==> config.mk <==
export PLATFORM = sky130hd
export DESIGN_NAME = board_io_conditioner
export DESIGN_NICKNAME = d
export VERILOG_FILES = /design/src/rtl/board_io_pkg.sv /design/src/rtl/sw_debounce_chan.sv /design/src/rtl/board_io_conditioner.sv
export SDC_FILE = /design/constraint.sdc
export NUM_CORES = 1
export LEC_CHECK = 0
export CORE_ASPECT_RATIO = 0.8
export CORE_MARGIN = 2
export CORE_UTILIZATION = 56
export CTS_BUF_LIST = sky130_fd_sc_hd__clkbuf_4 sky130_fd_sc_hd__clkbuf_8
export CTS_CLUSTER_SIZE = 10
export DETAILED_ROUTE_END_ITERATION = 10
export PLACE_DENSITY = 0.88
export SLEW_MARGIN = 10
export SYNTH_ARGS = -nofsm -noshare
export SYNTH_HDL_FRONTEND = slang
export SYNTH_SLANG_ARGS = --single-unit
==> constraint.sdc <==
create_clock -name clock100 -period 17.05 [get_ports clock100]
set_input_delay 4.2625 -clock clock100 [delete_from_list [all_inputs] [get_ports clock100]]
set_output_delay 4.2625 -clock clock100 [all_outputs]
set_load 0.01 [all_outputs]
==> src/rtl/board_io_pkg.sv <==
// Shared constants for the board-I/O front end: clock rate, default channel counts
// and the debounce / blink timing derived from them.
package board_io_pkg;

    localparam int CLK_HZ                  = 100_000_000;
    localparam int CYCLES_PER_MS           = CLK_HZ / 1000;
    localparam int DEFAULT_DEBOUNCE_MS     = 10;
    localparam int DEFAULT_BLINK_HZ        = 2;
    localparam int DEFAULT_NUM_SW          = 16;
    localparam int DEFAULT_NUM_LED         = 16;
    localparam int DEFAULT_DEBOUNCE_CYCLES = DEFAULT_DEBOUNCE_MS * CYCLES_PER_MS;
    localparam int DEFAULT_BLINK_DIV       = CLK_HZ / (2 * DEFAULT_BLINK_HZ);

    // Counter width able to hold 0..n-1, never narrower than one bit.
    function automatic int cnt_width(input int n);
        return (n > 1) ? $clog2(n) : 1;
    endfunction

endpackage

==> src/rtl/sw_debounce_chan.sv <==
// One switch channel: multi-flop synchroniser, stability counter, debounced level
// and registered one-cycle rise/fall pulses.
module sw_debounce_chan
    import board_io_pkg::*;
#(
    parameter int SYNC_STAGES     = 2,
    parameter int DEBOUNCE_CYCLES = DEFAULT_DEBOUNCE_CYCLES
) (
    input  logic clock100,
    input  logic reset,
    input  logic sw_raw,
    output logic sw_clean,
    output logic sw_rise,
    output logic sw_fall,
    output logic rise_next,
    output logic fall_next
);

    localparam int            CW       = cnt_width(DEBOUNCE_CYCLES);
    localparam logic [CW-1:0] CNT_LAST = CW'(DEBOUNCE_CYCLES - 1);

    logic [SYNC_STAGES-1:0] sync_q, sync_d;
    logic [CW-1:0]          cnt_q, cnt_d;
    logic                   clean_q, clean_d;
    logic                   rise_q, fall_q;
    logic                   s;

    assign s = sync_q[SYNC_STAGES-1];

    // The counter only runs while the synchronised level disagrees with the clean level,
    // so it can never pass CNT_LAST and never wraps.
    always_comb begin
        sync_d  = {sync_q[SYNC_STAGES-2:0], sw_raw};
        cnt_d   = '0;
        clean_d = clean_q;
        if (s != clean_q) begin
            if (cnt_q == CNT_LAST) begin
                clean_d = s;
            end else begin
                cnt_d = cnt_q + 1'b1;
            end
        end
        rise_next = clean_d & ~clean_q;
        fall_next = ~clean_d & clean_q;
    end

    always_ff @(posedge clock100 or posedge reset) begin
        if (reset) begin
            sync_q  <= '0;
            cnt_q   <= '0;
            clean_q <= 1'b0;
            rise_q  <= 1'b0;
            fall_q  <= 1'b0;
        end else begin
            sync_q  <= sync_d;
            cnt_q   <= cnt_d;
            clean_q <= clean_d;
            rise_q  <= rise_next;
            fall_q  <= fall_next;
        end
    end

    assign sw_clean = clean_q;
    assign sw_rise  = rise_q;
    assign sw_fall  = fall_q;

endmodule

==> src/rtl/board_io_conditioner.sv <==
// Board-I/O front end: debounced switches with edge events and sticky change flags,
// plus registered LEDs with a per-bit blink mask driven by a free-running timer.
module board_io_conditioner
    import board_io_pkg::*;
#(
    parameter int NUM_SW          = DEFAULT_NUM_SW,
    parameter int NUM_LED         = DEFAULT_NUM_LED,
    parameter int SYNC_STAGES     = 2,
    parameter int DEBOUNCE_CYCLES = DEFAULT_DEBOUNCE_CYCLES,
    parameter int BLINK_DIV       = DEFAULT_BLINK_DIV
) (
    input  logic               clock100,
    input  logic               reset,
    input  logic [NUM_SW-1:0]  sw_raw,
    output logic [NUM_SW-1:0]  sw_clean,
    output logic [NUM_SW-1:0]  sw_rise,
    output logic [NUM_SW-1:0]  sw_fall,
    output logic [NUM_SW-1:0]  sw_changed,
    input  logic [NUM_SW-1:0]  chg_clear,
    input  logic [NUM_LED-1:0] led_wdata,
    input  logic               led_we,
    input  logic               led_mode_we,
    output logic [NUM_LED-1:0] led_out
);

    localparam int            BW        = cnt_width(BLINK_DIV);
    localparam logic [BW-1:0] BCNT_LAST = BW'(BLINK_DIV - 1);

    logic [NUM_SW-1:0]  rise_next, fall_next;
    logic [NUM_SW-1:0]  changed_q, changed_d;
    logic [NUM_LED-1:0] led_reg_q, led_reg_d;
    logic [NUM_LED-1:0] blink_mask_q, blink_mask_d;
    logic [NUM_LED-1:0] led_out_q, led_out_d;
    logic [BW-1:0]      bcnt_q, bcnt_d;
    logic               phase_q, phase_d;
    logic               bcnt_wrap;

    for (genvar i = 0; i < NUM_SW; i++) begin : g_chan
        sw_debounce_chan #(
            .SYNC_STAGES     (SYNC_STAGES),
            .DEBOUNCE_CYCLES (DEBOUNCE_CYCLES)
        ) u_chan (
            .clock100  (clock100),
            .reset     (reset),
            .sw_raw    (sw_raw[i]),
            .sw_clean  (sw_clean[i]),
            .sw_rise   (sw_rise[i]),
            .sw_fall   (sw_fall[i]),
            .rise_next (rise_next[i]),
            .fall_next (fall_next[i])
        );
    end

    // Sticky flags use the next-cycle events so a set lands together with the pulse and beats a clear.
    always_comb begin
        changed_d    = (changed_q & ~chg_clear) | rise_next | fall_next;
        led_reg_d    = led_we ? led_wdata : led_reg_q;
        blink_mask_d = led_mode_we ? led_wdata : blink_mask_q;
        bcnt_wrap    = (bcnt_q == BCNT_LAST);
        bcnt_d       = bcnt_wrap ? '0 : bcnt_q + 1'b1;
        phase_d      = phase_q ^ bcnt_wrap;
        led_out_d    = led_reg_q & ~(blink_mask_q & {NUM_LED{~phase_q}});
    end

    always_ff @(posedge clock100 or posedge reset) begin
        if (reset) begin
            changed_q    <= '0;
            led_reg_q    <= '0;
            blink_mask_q <= '0;
            led_out_q    <= '0;
            bcnt_q       <= '0;
            phase_q      <= 1'b0;
        end else begin
            changed_q    <= changed_d;
            led_reg_q    <= led_reg_d;
            blink_mask_q <= blink_mask_d;
            led_out_q    <= led_out_d;
            bcnt_q       <= bcnt_d;
            phase_q      <= phase_d;
        end
    end

    assign sw_changed = changed_q;
    assign led_out    = led_out_q;

endmodule
==> impl_metrics.json <==
{
  "outcome": "completed",
  "core_sq_um": 38400,
  "p_total_mw": 2.30,
  "final_cells": 2697,
  "cts_tree": "built",
  "fin_crit_sh": 0.391,
  "ctsResizeCount": 0,
  "areaGrowthSynthToFinish_pct": 13.2,
  "synthFlopType": "dfrtp_1",
  "synth_edf_count": 0,
  "leakagePower_nw": 10.8,
  "overflow": 0,
  "root_buffer": "clkbuf_8",
  "num-fill-cells": 2807,
  "ff2ff_path_depth": 5,
  "drtIter0Drc": 898,
  "async_flop_share": 1.00,
  "nNetsFinal": 2223,
  "via_per_inst": 5.46,
  "critical_path_arrival_ps": 7260,
  "rsz0062_at_grt": "false",
  "setup_violations": 0,
  "port_buffers": 131,
  "n_antenna_cell": 0,
  "ctsHoldBuffers": 0,
  "post-route-min-period_ps": 6660,
  "pin_count": 132,
  "grt_pass1_vias": 15187,
  "setup_slack_ps": 10390,
  "p_per_area_nw_per_um2": 93.2,
  "yosys.area.top_type": "dfrtp_1",
  "h-tree-depth": 3,
  "cap_violations": 0,
  "wl_microns": 41100,
  "relSlewSlack": 0.329,
  "design.die.area_sq_um": 40600,
  "rows": 64,
  "grt.total_usage": 0.207,
  "yosysMostFrequentCell": "dfrtp_1",
  "place_ws_ps": 9600,
  "hpwl_microns": 27000,
  "crit_path_end_kind": "async pin",
  "yosys_warnings": 0,
  "grt_max_degree": 82,
  "hold_path_class": "reg2reg",
  "die_h_microns": 181,
  "clk_path_buf_depth": 3,
  "antenna_found_initial": 0,
  "post_route_cells_drive_above_1_share": 0.0904,
  "critPathKind": "in2async",
  "yosysSeqAreaShare": 0.562,
  "synth_area_per_cell_sq_um": 10.8,
  "setup-tns-final_ps": 0,
  "vias": 14739,
  "routabilityCongestion": 0.878,
  "hold-worst-slack_ps": 345,
  "yosys.cell_types.count": 46,
  "hold_depth": 0,
  "cts_made_buffers": 76,
  "wl_per_cell_microns": 15.2,
  "multi_input_area_sq_um": 8760,
  "seq_area_sq_um": 12300,
  "placed_cells": 2571,
  "start_util": 0.569,
  "cts.reportedPaths.clkPinSlew_ps": 60,
  "tightest_slew_ps": 1000,
  "worst-path-max-fanout": 81,
  "max-vdd-ir-drop_mv": 0.0748,
  "cts_setup_buffers": 0,
  "post-route-util": 0.644,
  "syn_area_sq_um": 21800,
  "die_w_microns": 225,
  "slew_viol_final": 0,
  "cp-start-kind": "input port",
  "required_ps": 17650,
  "clock_latency_ps": 620,
  "synthCells": 2029,
  "ys_ff_latch": 490,
  "fmax_mhz": 150,
  "ant_nets": 0,
  "dpl-instance-area_sq_um": 23200,
  "synth_top_area_frac": 0.562,
  "drc": 0,
  "synth.net_count": 2098,
  "cts_sinks": 490,
  "drtPass1Iterations": 6,
  "hold_viol_final": 0,
  "grt_pass1_wl_microns": 70600,
  "skew_ps": 18.4,
  "postLayoutCellArea_sq_um": 24700,
  "synthTopCellsByCount": "dfrtp_1, nor2_1, xor2_1",
  "yosys-top-cells-area": "dfrtp_1, xor2_1, nor2_1"
}
-- critical path, stage by stage --
cell             delay (ps)
clkdlybuf4s50_1         440
clkinvlp_4              670
buf_4                   890
buf_4                   900
-- final timing paths --
| kind | endpoint | slack [ps] | start |
|---|---|---|---|
| setup / recovery | g_chan[12].u_chan.sw_fall | 10390 | reset |
| hold / removal | g_chan[3].u_chan.sync_q[1] | 350 | g_chan[3].u_chan.sync_q[0] |
| setup reg to reg | g_chan[15].u_chan.cnt_q[2] | 14640 | g_chan[15].u_chan.cnt_q[6] |
| hold reg to reg | g_chan[3].u_chan.sync_q[1] | 350 | g_chan[3].u_chan.sync_q[0] |
| max in group clock100 | sw_clean[10] | 11150 | g_chan[10].u_chan.sw_clean |
| min in group asynchronous | g_chan[11].u_chan.sync_q[0] | 4230 | reset |
-- power by group --
part	leakage, nW	total, mW	internal (mW)	switching (mW)
Combinational	3.34	0.0920	0.0378	0.0542
Clock	0.816	1.00	0.559	0.445
Sequential	6.63	1.21	1.19	0.0194
-- kinds of logic after synthesis --
kind of cell / synth area share
compound gates: 0.0115
xor+xnor: 0.129
fa+ha+maj: 0.00974
buf+inv: 0.0375
flops: 0.562
mux: 0.0253
simple gates: 0.225
-- area by class of cell --
| class | count | share of cell area |
|---|---|---|
| well taps | 495 | 0.0251 |
| flip-flops and latches | 490 | 0.496 |
| multi-input cells | 1407 | 0.354 |
| inverters | 42 | 0.00653 |
| clock buffers | 110 | 0.0570 |
| repair buffers | 137 | 0.0549 |
| clock inverters | 16 | 0.00598 |
-- metal layers --
metal  global-route usage  part of all wire  vias to the layer above
li1                     -                 -                     7074
met1                0.269              0.44                     7282
met2                0.344              0.49                      310
met3               0.0505             0.050                       73
met4               0.0644             0.019                        0
met5                    0                 0                        -
-- placed cells by master, fill, tap and decap left out, drive strengths merged, types with 43 or more instances in the layout --
cell           instances
nand4                 76
clkdlybuf4s50        131
clkbuf               110
and3                  72
inv                   43
xnor2                125
nor2                 369
mux2                  49
xor2                 197
dfrtp                490
nand2                119
nand3                144
-- flip-flops by register name (all words and copies together) (netlist names) --
name                    count
g_chan.u_chan.cnt_q       320
g_chan.u_chan.sync_q       32
bcnt_q                     25
blink_mask_q               16
g_chan.u_chan.sw_clean     16
g_chan.u_chan.sw_fall      16
g_chan.u_chan.sw_rise      16
led_out                    16
led_reg_q                  16
sw_changed                 16
phase_q                     1
(Power assumes the default switching activity.)
